===== config.mk =====
export PLATFORM = sky130hd
export DESIGN_NAME = time_display_flat
export DESIGN_NICKNAME = d
export VERILOG_FILES = /design/src/rtl/time_display_if.sv /design/src/rtl/time_display.sv /design/src/flat_wrapper.sv
export SDC_FILE = /design/constraint.sdc
export NUM_CORES = 1
export LEC_CHECK = 0
export ABC_CLOCK_PERIOD_IN_PS = 3600
export CAP_MARGIN = 5
export CORE_MARGIN = 4
export CORE_UTILIZATION = 40
export DETAILED_ROUTE_END_ITERATION = 6
export GPL_ROUTABILITY_DRIVEN = 0
export PLACE_DENSITY = 0.58
export SYNTH_ARGS = -nofsm -noshare
export SYNTH_HDL_FRONTEND = slang
export SYNTH_SLANG_ARGS = --single-unit

===== constraint.sdc =====
create_clock -name clk -period 3.6 [get_ports clk]
set_input_delay 1.08 -clock clk [delete_from_list [all_inputs] [get_ports clk]]
set_output_delay 1.08 -clock clk [all_outputs]
set_load 0.1 [all_outputs]

===== src/rtl/time_display_if.sv =====
// Display bus between the countdown timer and the seven-segment driver.
// The timer side drives the value and status, the driver side returns seg/an.
interface time_display_if;
    logic [7:0] number;
    logic       timeout;
    logic       stop;
    logic [7:0] seg;
    logic [1:0] an;

    modport master (
        output number,
        output timeout,
        output stop,
        input  seg,
        input  an
    );

    modport slave (
        input  number,
        input  timeout,
        input  stop,
        output seg,
        output an
    );
endinterface


===== src/rtl/time_display.sv =====
// Two-digit multiplexed seven-segment driver for the countdown clock,
// with leading-zero blanking, pause dot and timeout blink.
module time_display #(
    parameter int SCAN_DIV  = 25_000,
    parameter int GUARD     = 250,
    parameter int BLINK_DIV = 12_500_000
) (
    input  logic          clk,
    input  logic          rst,
    time_display_if.slave bus
);
    typedef enum logic [1:0] {
        BLANK_A,
        SHOW_ONES,
        BLANK_B,
        SHOW_TENS
    } state_t;

    localparam logic [24:0] SCAN_LAST  = 25'(SCAN_DIV - 1);
    localparam logic [24:0] GUARD_LAST = 25'(GUARD - 1);
    localparam logic [24:0] BLINK_LAST = 25'(BLINK_DIV - 1);

    state_t      r_state;
    logic [24:0] r_dwell;
    logic [24:0] r_bcnt;
    logic        r_bon;
    logic [7:0]  r_num;
    logic        r_stop;
    logic        r_to;
    logic [7:0]  r_seg;
    logic [1:0]  r_an;

    state_t      w_state;
    logic [24:0] w_dwell;
    logic [24:0] w_bcnt;
    logic        w_bon;
    logic [7:0]  w_num;
    logic        w_stop;
    logic        w_to;
    logic [7:0]  w_seg;
    logic [1:0]  w_an;
    logic        w_term;
    logic        w_dark;
    logic [3:0]  w_nib;
    logic [7:0]  w_glyph;

    always_ff @(posedge clk) begin
        if (rst) begin
            r_state <= BLANK_A;
            r_dwell <= '0;
            r_bcnt  <= '0;
            r_bon   <= 1'b1;
            r_num   <= '0;
            r_stop  <= 1'b0;
            r_to    <= 1'b0;
            r_seg   <= 8'hFF;
            r_an    <= 2'b11;
        end else begin
            r_state <= w_state;
            r_dwell <= w_dwell;
            r_bcnt  <= w_bcnt;
            r_bon   <= w_bon;
            r_num   <= w_num;
            r_stop  <= w_stop;
            r_to    <= w_to;
            r_seg   <= w_seg;
            r_an    <= w_an;
        end
    end

    always_comb begin
        w_state = r_state;
        w_term  = 1'b0;
        unique case (r_state)
            SHOW_ONES, SHOW_TENS: w_term = (r_dwell == SCAN_LAST);
            default:              w_term = (r_dwell == GUARD_LAST);
        endcase
        if (w_term) begin
            unique case (r_state)
                BLANK_A:   w_state = SHOW_ONES;
                SHOW_ONES: w_state = BLANK_B;
                BLANK_B:   w_state = SHOW_TENS;
                default:   w_state = BLANK_A;
            endcase
        end
        w_dwell = w_term ? '0 : r_dwell + 25'd1;

        // One snapshot per frame keeps both digits from the same value
        w_num  = r_num;
        w_stop = r_stop;
        w_to   = r_to;
        if (w_term && r_state == BLANK_A) begin
            w_num  = bus.number;
            w_stop = bus.stop;
            w_to   = bus.timeout;
        end

        w_bcnt = '0;
        w_bon  = 1'b1;
        if (bus.timeout) begin
            if (r_bcnt == BLINK_LAST) begin
                w_bcnt = '0;
                w_bon  = ~r_bon;
            end else begin
                w_bcnt = r_bcnt + 25'd1;
                w_bon  = r_bon;
            end
        end

        w_nib = (w_state == SHOW_TENS) ? w_num[7:4] : w_num[3:0];
        unique case (w_nib)
            4'd0:    w_glyph = 8'hC0;
            4'd1:    w_glyph = 8'hF9;
            4'd2:    w_glyph = 8'hA4;
            4'd3:    w_glyph = 8'hB0;
            4'd4:    w_glyph = 8'h99;
            4'd5:    w_glyph = 8'h92;
            4'd6:    w_glyph = 8'h82;
            4'd7:    w_glyph = 8'hF8;
            4'd8:    w_glyph = 8'h80;
            4'd9:    w_glyph = 8'h90;
            default: w_glyph = 8'hBF;
        endcase

        // Outputs follow the state being entered so they register in step
        w_dark = w_to && !w_bon;
        w_seg  = 8'hFF;
        w_an   = 2'b11;
        unique case (w_state)
            SHOW_ONES: begin
                if (!w_dark) begin
                    w_an  = 2'b10;
                    w_seg = w_glyph;
                end
            end
            SHOW_TENS: begin
                if (!w_dark) begin
                    if (w_num[7:4] != 4'd0) begin
                        w_an  = 2'b01;
                        w_seg = {~w_stop, w_glyph[6:0]};
                    end else if (w_stop) begin
                        w_an  = 2'b01;
                        w_seg = 8'h7F;
                    end
                end
            end
            default: begin
                w_seg = 8'hFF;
                w_an  = 2'b11;
            end
        endcase
    end

    assign bus.seg = r_seg;
    assign bus.an  = r_an;
endmodule

===== src/flat_wrapper.sv =====
// flat-port wrapper written by rule: the top's interface ports become plain ports
module time_display_flat 
#(
    parameter int SCAN_DIV  = 25_000,
    parameter int GUARD     = 250,
    parameter int BLINK_DIV = 12_500_000
)
  (clk, rst, bus_number, bus_timeout, bus_stop, bus_seg, bus_an);
  time_display_if bus_i ();
  input  logic clk;
  input  logic rst;
  input wire logic [$bits(bus_i.number)-1:0] bus_number;
  input wire logic [$bits(bus_i.timeout)-1:0] bus_timeout;
  input wire logic [$bits(bus_i.stop)-1:0] bus_stop;
  output wire logic [$bits(bus_i.seg)-1:0] bus_seg;
  output wire logic [$bits(bus_i.an)-1:0] bus_an;
  assign bus_i.number = bus_number;
  assign bus_i.timeout = bus_timeout;
  assign bus_i.stop = bus_stop;
  assign bus_seg = bus_i.seg;
  assign bus_an = bus_i.an;
  time_display #(.SCAN_DIV(SCAN_DIV), .GUARD(GUARD), .BLINK_DIV(BLINK_DIV)) u_core (.clk(clk), .rst(rst), .bus(bus_i));
endmodule

## Word-level counts from Yosys, hierarchy flattened

Memories as Yosys holds them, arrays and structs flattened.
Cells that the tools add are included.

| cells by class | value |
|---|---|
| equal/unequal tests | 8 |
| bitwise operators | 3 |
| mux-type cells | 19 |
| reductions and logical operators | 8 |
| add/sub/neg operators | 2 |

Operator list:

| cell | count |
|---|---|
| adder 25 x 1 -> 25 bit, second input constant | 2 |
| two-way mux 8 bit | 5 |
| == test 25 x 15 -> 1 bit, second input constant | 1 |
| == test 25 x 24 -> 1 bit, second input constant | 1 |
| == test 25 x 8 -> 1 bit, second input constant | 1 |
| one-hot mux 8 bit (2 select lines) | 1 |
| two-way mux 2 bit | 4 |
| == test 2 bit, second input constant | 3 |
| two-way mux 1 bit | 6 |
| one-hot mux 2 bit (3 select lines) | 1 |
| == test 2 x 1 -> 1 bit, second input constant | 2 |
| two-way mux 4 bit | 1 |
| one-hot mux 2 bit (2 select lines) | 1 |
| nonzero test 4 bit | 1 |
| OR reduction 2 bit | 2 |
| NOT 1 bit | 3 |
| OR reduction 3 bit | 1 |
| logical AND 1 bit | 2 |
| logical NOT 2 bit | 1 |
| logical NOT 1 bit | 1 |

| storage, ports and cells | value |
|---|---|
| bits of input ports | 12 |
| flip-flop bits (word level) | 73 |
| memories | 1 |
| output and inout port bits | 10 |
| bits in read-only memories | 112 |

Memories:

| memory | words | bits a word | rd ports | clocked after memory_dff | wr ports | line | RTL |
|---|---|---|---|---|---|---|---|
| (name not given) | 16 | 7 | 1 | 0 | 0 | time_display.sv:111 | `unique case (w_nib)` |

## Longest topological paths before layout

An unclocked memory read counts as a cell.

| logic depth | value |
|---|---|
| depth after elaboration | 10 |
| gate-level depth with buffers | 13 |
| depth with buffers taken out | 12 |

## Least setup slack after synthesis

Ideal clock, no wire load.

| timing | value |
|---|---|
| kind | register -> register |
| start point | register u_core.r_state[0] |
| end point | register u_core.r_seg[4], in the netlist u_core.bus.seg[4] |
| arrival time | 2.824 ns |
| path buffers | 0 |
| library setup time | 0.121 ns |
| slack | 0.654 ns |
| cell stages (with the launch flop) | 10 |
| cell sequence | dfxtp_1 -> or4b_4 -> a2111oi_4 -> o2111ai_1 -> mux4_2 -> inv_1 -> ha_1 -> nor3_1 -> a2111oi_4 -> o21ai_1 |

| between the ends | value |
|---|---|
| longest elaborated chain between the ends | 10 |
| elaborated cells on any way between the ends | 21 |

Ends and longest elaborated chain:

| item | line | RTL |
|---|---|---|
| start, declared | time_display.sv:23 | `state_t r_state;` |
| start signal, assigned | time_display.sv:59 | `r_state <= w_state;` |
| == test 2 bit / == test 2 x 1 -> 1 bit (equally long branches) | time_display.sv:74, time_display.sv:79 |  |
| OR reduction 2 bit | time_display.sv:74 | `unique case (r_state)` |
| two-way mux 1 bit | time_display.sv:74 |  |
| two-way mux 2 bit / logical AND 1 bit (equally long branches) | time_display.sv:78, time_display.sv:92 |  |
| == test 2 bit / two-way mux 8 bit (equally long branches) | time_display.sv:110, time_display.sv:129, time_display.sv:92 |  |
| two-way mux 4 bit | time_display.sv:110 | `w_nib = (w_state == SHOW_TENS) ? w_num[7:4] : w_num[3:0];` |
| memory (16 x 7 bit) | - |  |
| two-way mux 8 bit | time_display.sv:138 | `if (w_num[7:4] != 4'd0) begin` |
| two-way mux 8 bit | time_display.sv:137 | `if (!w_dark) begin` |
| one-hot mux 8 bit (2 select lines) (*) | time_display.sv:129 | `unique case (w_state)` |
| end signal, assigned | time_display.sv:66 | `r_seg <= w_seg;` |
| end, declared | time_display.sv:30 | `logic [7:0] r_seg;` |

Mark *: on every way between the ends. The rest lies on a longest branch, timed or not.
A chain may end at the register's enable or synchronous reset.

## Worst setup path after layout

Ends and elaborated chain as after synthesis.

==> impl.org <==
** Synthesis
- dfxtp_1 takes more of the synthesized area than any other cell.
- Register bit total from synthesis :: 73
- For this run, asynchronously set or reset flops after synthesis account for 0%.
- Synthesis handed over a netlist of 388 instances.
- Average footprint of a synthesized cell :: 8.82 um2
- Warnings from Yosys :: 0
- The share of the Yosys chip area taken by registers is 42.7%.
- Counting flops with a built-in enable in the synthesized netlist gives 0.
- In the synthesized netlist the dominant register cell turns out to be dfxtp_1.
- In the post-synthesis netlist, the biggest area contributors are dfxtp_1, xor2_1, nor2_1.
- Post-synth net total :: slightly above 400
- Distinct cells, synth :: 47
- The synthesized netlist occupies a cell area of 0.00342 mm2.
- Share of Yosys cell area claimed by the top area cell type :: 42.7%

** GRT
- The via count of the first global-routing pass came to 2506.
- Global routing used 14.1% of the available tracks.
- The initial antenna violation count is 0.
- Entering global routing, the biggest net connects 25 pins.
- GRT overflow :: 0
- Wire length of the first global-routing pass :: 11.4 mm

** Clock network
- Cell chosen for the clock root :: clkbuf_8
- Clk pin slew, worst setup/hold paths :: roughly 0.08 ns
- Clock network latency to the later pin of the worst-skew pair :: 0.34 ns
- Cts-stage hold buffer count :: 0
- CTS built an H-tree with a depth of 3.
- In this run, post-CTS repair resized a total of 0 instances.
- Buffers added to address setup during post-CTS repair amount to 0.
- TritonCTS built the clock tree.
- Counting the buffers created by CTS gives 9.
- CTS sink cnt :: 73
- No sink is reached through more buffers than the 2 on the longest clock path.

** Routing
- After detailed routing, the number of vias per cell comes to 5.07.
- Drt total wl :: 6.56 mm
- For this run, design rule violations remaining after detail routing come to 0.
- Across all layers, the routed design uses 2637 vias.
- Average wire length per cell after detail routing :: 12.6 um
- Number of detailed-routing iterations run before antenna repair :: 4
- Once detail routing completed, the nets flagged for antenna violations numbered 0.
- The first routing iteration left between 90 and 100 violations.

** STA
- Of the available clock period, the critical path in the final layout requires just under 90%.
- Timing would allow up to 0.319 GHz.
- Final slew viol count :: 0
- Worst clock skew :: 0.0119 ns
- The final number of hold-violating endpoints was 0.
- Setup violations remaining at the end of the flow were counted as 0.
- After layout, the minimum clock period comes to about 3.1 ns.
- For the pin with the worst max-slew slack, the measured transition is 0.794 ns.
- Summed over all failing endpoints, the final setup total negative slack is 0 ns.
- RSZ-0062 raised after global routing :: false
- Hold timing on the final database bottoms out at a slack of 0.461 ns.
- Measured against its own limit, the worst slew margin works out to between 40% and 50%.

** Cells and area
- Antenna Cells :: 0
- In the final layout, flip-flops and latches occupy 0.00146 mm2.
- NumNets Final :: 433
- Compared with the post-synthesis result, the final layout area differs by 14.5%.
- Summing all multi-input logic gate instances after layout gives 0.00186 mm2.
- The post-route netlist has slightly above 10% of its cells at a drive strength greater than 1.
- The filler cells instantiated in the layout total 821.

** Setup path
- Critical path data arrival time :: 3.37 ns
- The worst setup path is captured at a register.
- STA puts the critical path data required time at 3.84 ns.
- For this run, the slowest stage of the critical path takes approximately 0.57 ns.
- STA classifies the critical path startpoint as a register.
- Category of the most critical setup path :: reg2reg
- Worst-path cell with the longest stage delay :: or4b_4
- In this design, the critical path's most frequently occurring cell is a2111oi_4.
- The signal on the critical path passes through or4b_4 > a2111oi_4 > o2111ai_1 > o21a_2 > mux4_2 > inv_1 > ha_1 > nor3_1 > a2111oi_4 > o21ai_1.
- Along the worst path, the maximum fanout reaches 8.

** Floorplanning
- The die is about 100 um wide.
- Number of placement rows :: 33
- For this configuration, the core starts out at a cell density of 41.4%.
- The die is 100 um tall.
- Die footprint :: 0.0101 mm2
- Area of the core :: about 0.0083 mm2
- For this design the top-level I/O count stands at 22.

** Job
- The tool flagged a number of max-cap violations equal to 0.

** Pwr
- IR analysis of the VDD net gives a maximum drop of 0.237 mV.
- Power spread over the standard cell area amounts to 397 mW/mm2.
- Leak :: between 1 and 1.5 nW

** Status
- Status :: finished, final reports clean

** Placed design
- Port buffering added 21 buffers.
- After legalization and detailed placement, the total HPWL measured 4.68 mm.

** Min path
- The min-delay analysis places its worst path in the category reg2reg.
stage by stage:
| stage | total power [mW] | instances | setup WS, ns | utilization, % | cell area (um2) |
|---|---|---|---|---|---|
| 3_3_place_gp | 0.874 | 504 | 0.532 | 44.8 | 3700 |
| 5_1_grt | 1.62 | 520 | 0.274 | 47.5 | 3920 |
| 3_5_place_dp | 0.874 | 504 | 0.482 | 44.8 | 3700 |
| 6_report | 1.55 | 520 | 0.467 | 47.5 | 3920 |
| 2_1_floorplan | 0.852 | 388 | 0.654 | - | 3420 |
| 4_1_cts | 1.59 | 520 | 0.474 | 47.5 | 3920 |
flip-flops by register name (all words and copies together), names as in the netlist:
| signal | count |
|---|---|
| u_core.bus.an | 2 |
| u_core.bus.seg | 8 |
| u_core.r_bcnt | 25 |
| u_core.r_bon | 1 |
| u_core.r_dwell | 25 |
| u_core.r_num | 8 |
| u_core.r_state | 2 |
| u_core.r_stop | 1 |
| u_core.r_to | 1 |
synthesized netlist by cell type (3+ instances only):
cell and instances:
nand2_1 39, dfxtp_1 73, nand3_1 27, ha_1 11
inv_1 9, nand2b_1 3, and2_1 4, a21oi_1 17
xor2_1 27, mux2i_1 7, xnor2_1 16, nor3_1 7
or4_1 4, o211ai_1 3, clkbuf_1 10, nor4_1 4
or3_1 5, o21ai_0 5, and3_1 8, nor2_1 60
nand4_1 10, o21ai_1 6
critical path, delay by kind of cell (launching register included):
family          cells  cell delay (ns)
flops               1             0.38
fa+ha+maj           1             0.20
buf+inv             1             0.14
simple gates        2             0.66
mux                 1             0.40
compound gates      5             1.24
path summary, 6_finish.rpt:
path                            slack [ns]           endpoint              start  cells past startpoint
worst max register to register        0.47  u_core.bus.seg[4]  u_core.r_state[0]                     10
worst min-delay path                  0.46   u_core.r_bcnt[0]   u_core.r_bcnt[0]                      1
worst max-delay path                  0.47  u_core.bus.seg[4]  u_core.r_state[0]                     10
worst min register to register        0.46   u_core.r_bcnt[0]   u_core.r_bcnt[0]                      1
layout make-up:
cell class | count | area share, %
sequential | 73 | 37.3
multi-input combinational | 292 | 47.4
tap | 105 | 3.35
inverter | 9 | 0.862
clock buffer | 9 | 3.16
timing repair buffer | 25 | 5.49
clock inverter | 7 | 2.43
cells in the final DEF, fill, tap and decap left out, types with 2 or more instances in the layout:
cell type,Yosys,final
o211ai_2,2,2
or3_1,5,5
o21ai_0,5,5
nor3_1,7,7
o2111ai_1,2,2
clkbuf_8,0,9
o211ai_1,3,3
and4_1,2,2
a2111oi_4,2,2
inv_1,9,9
nor2_1,60,60
nand2b_1,3,3
ha_1,11,11
clkinv_4,0,2
and2_1,4,4
a311oi_1,2,2
xnor2_1,16,16
xor2_1,27,27
or4bb_1,2,2
nand3_1,27,27
clkinv_2,0,2
or4b_2,2,2
a21oi_1,17,17
or4_1,4,4
mux2i_1,7,7
dfxtp_1,73,73
o21ai_1,6,6
nand2_1,39,39
clkdlybuf4s50_1,0,11
bufinv_16,0,2
and3_1,8,8
nand4_1,10,10
buf_4,2,14
nor4_1,4,4
power by group:
part           leakage [nW]  total [mW]  switching, mW  internal, mW
clock                 0.109       0.700          0.310         0.390
sequential            0.589       0.816        0.00536         0.811
combinational         0.726      0.0384         0.0209        0.0176
total                  1.42        1.55          0.336          1.22
kinds of logic after synthesis:
group                      synth area share [%]
DFF                                        42.7
buffers and inverters                      3.00
muxes                                      3.14
AOI/OAI and AO/OA                          9.91
and+or+nand+nor                            26.2
xor gates and xnor gates                   11.0
adders and majority gates                  4.02
routing by layer:
layer | track usage [%] | share of wire [%] | up-vias
met5 | 0 | 0 | -
met4 | 5.28 | 1.1 | 0
met3 | 4.08 | 3.4 | 7
met2 | 22.4 | 46 | 28
met1 | 18.0 | 50 | 1221
li1 | - | - | 1381
(Power assumes the default switching activity.)
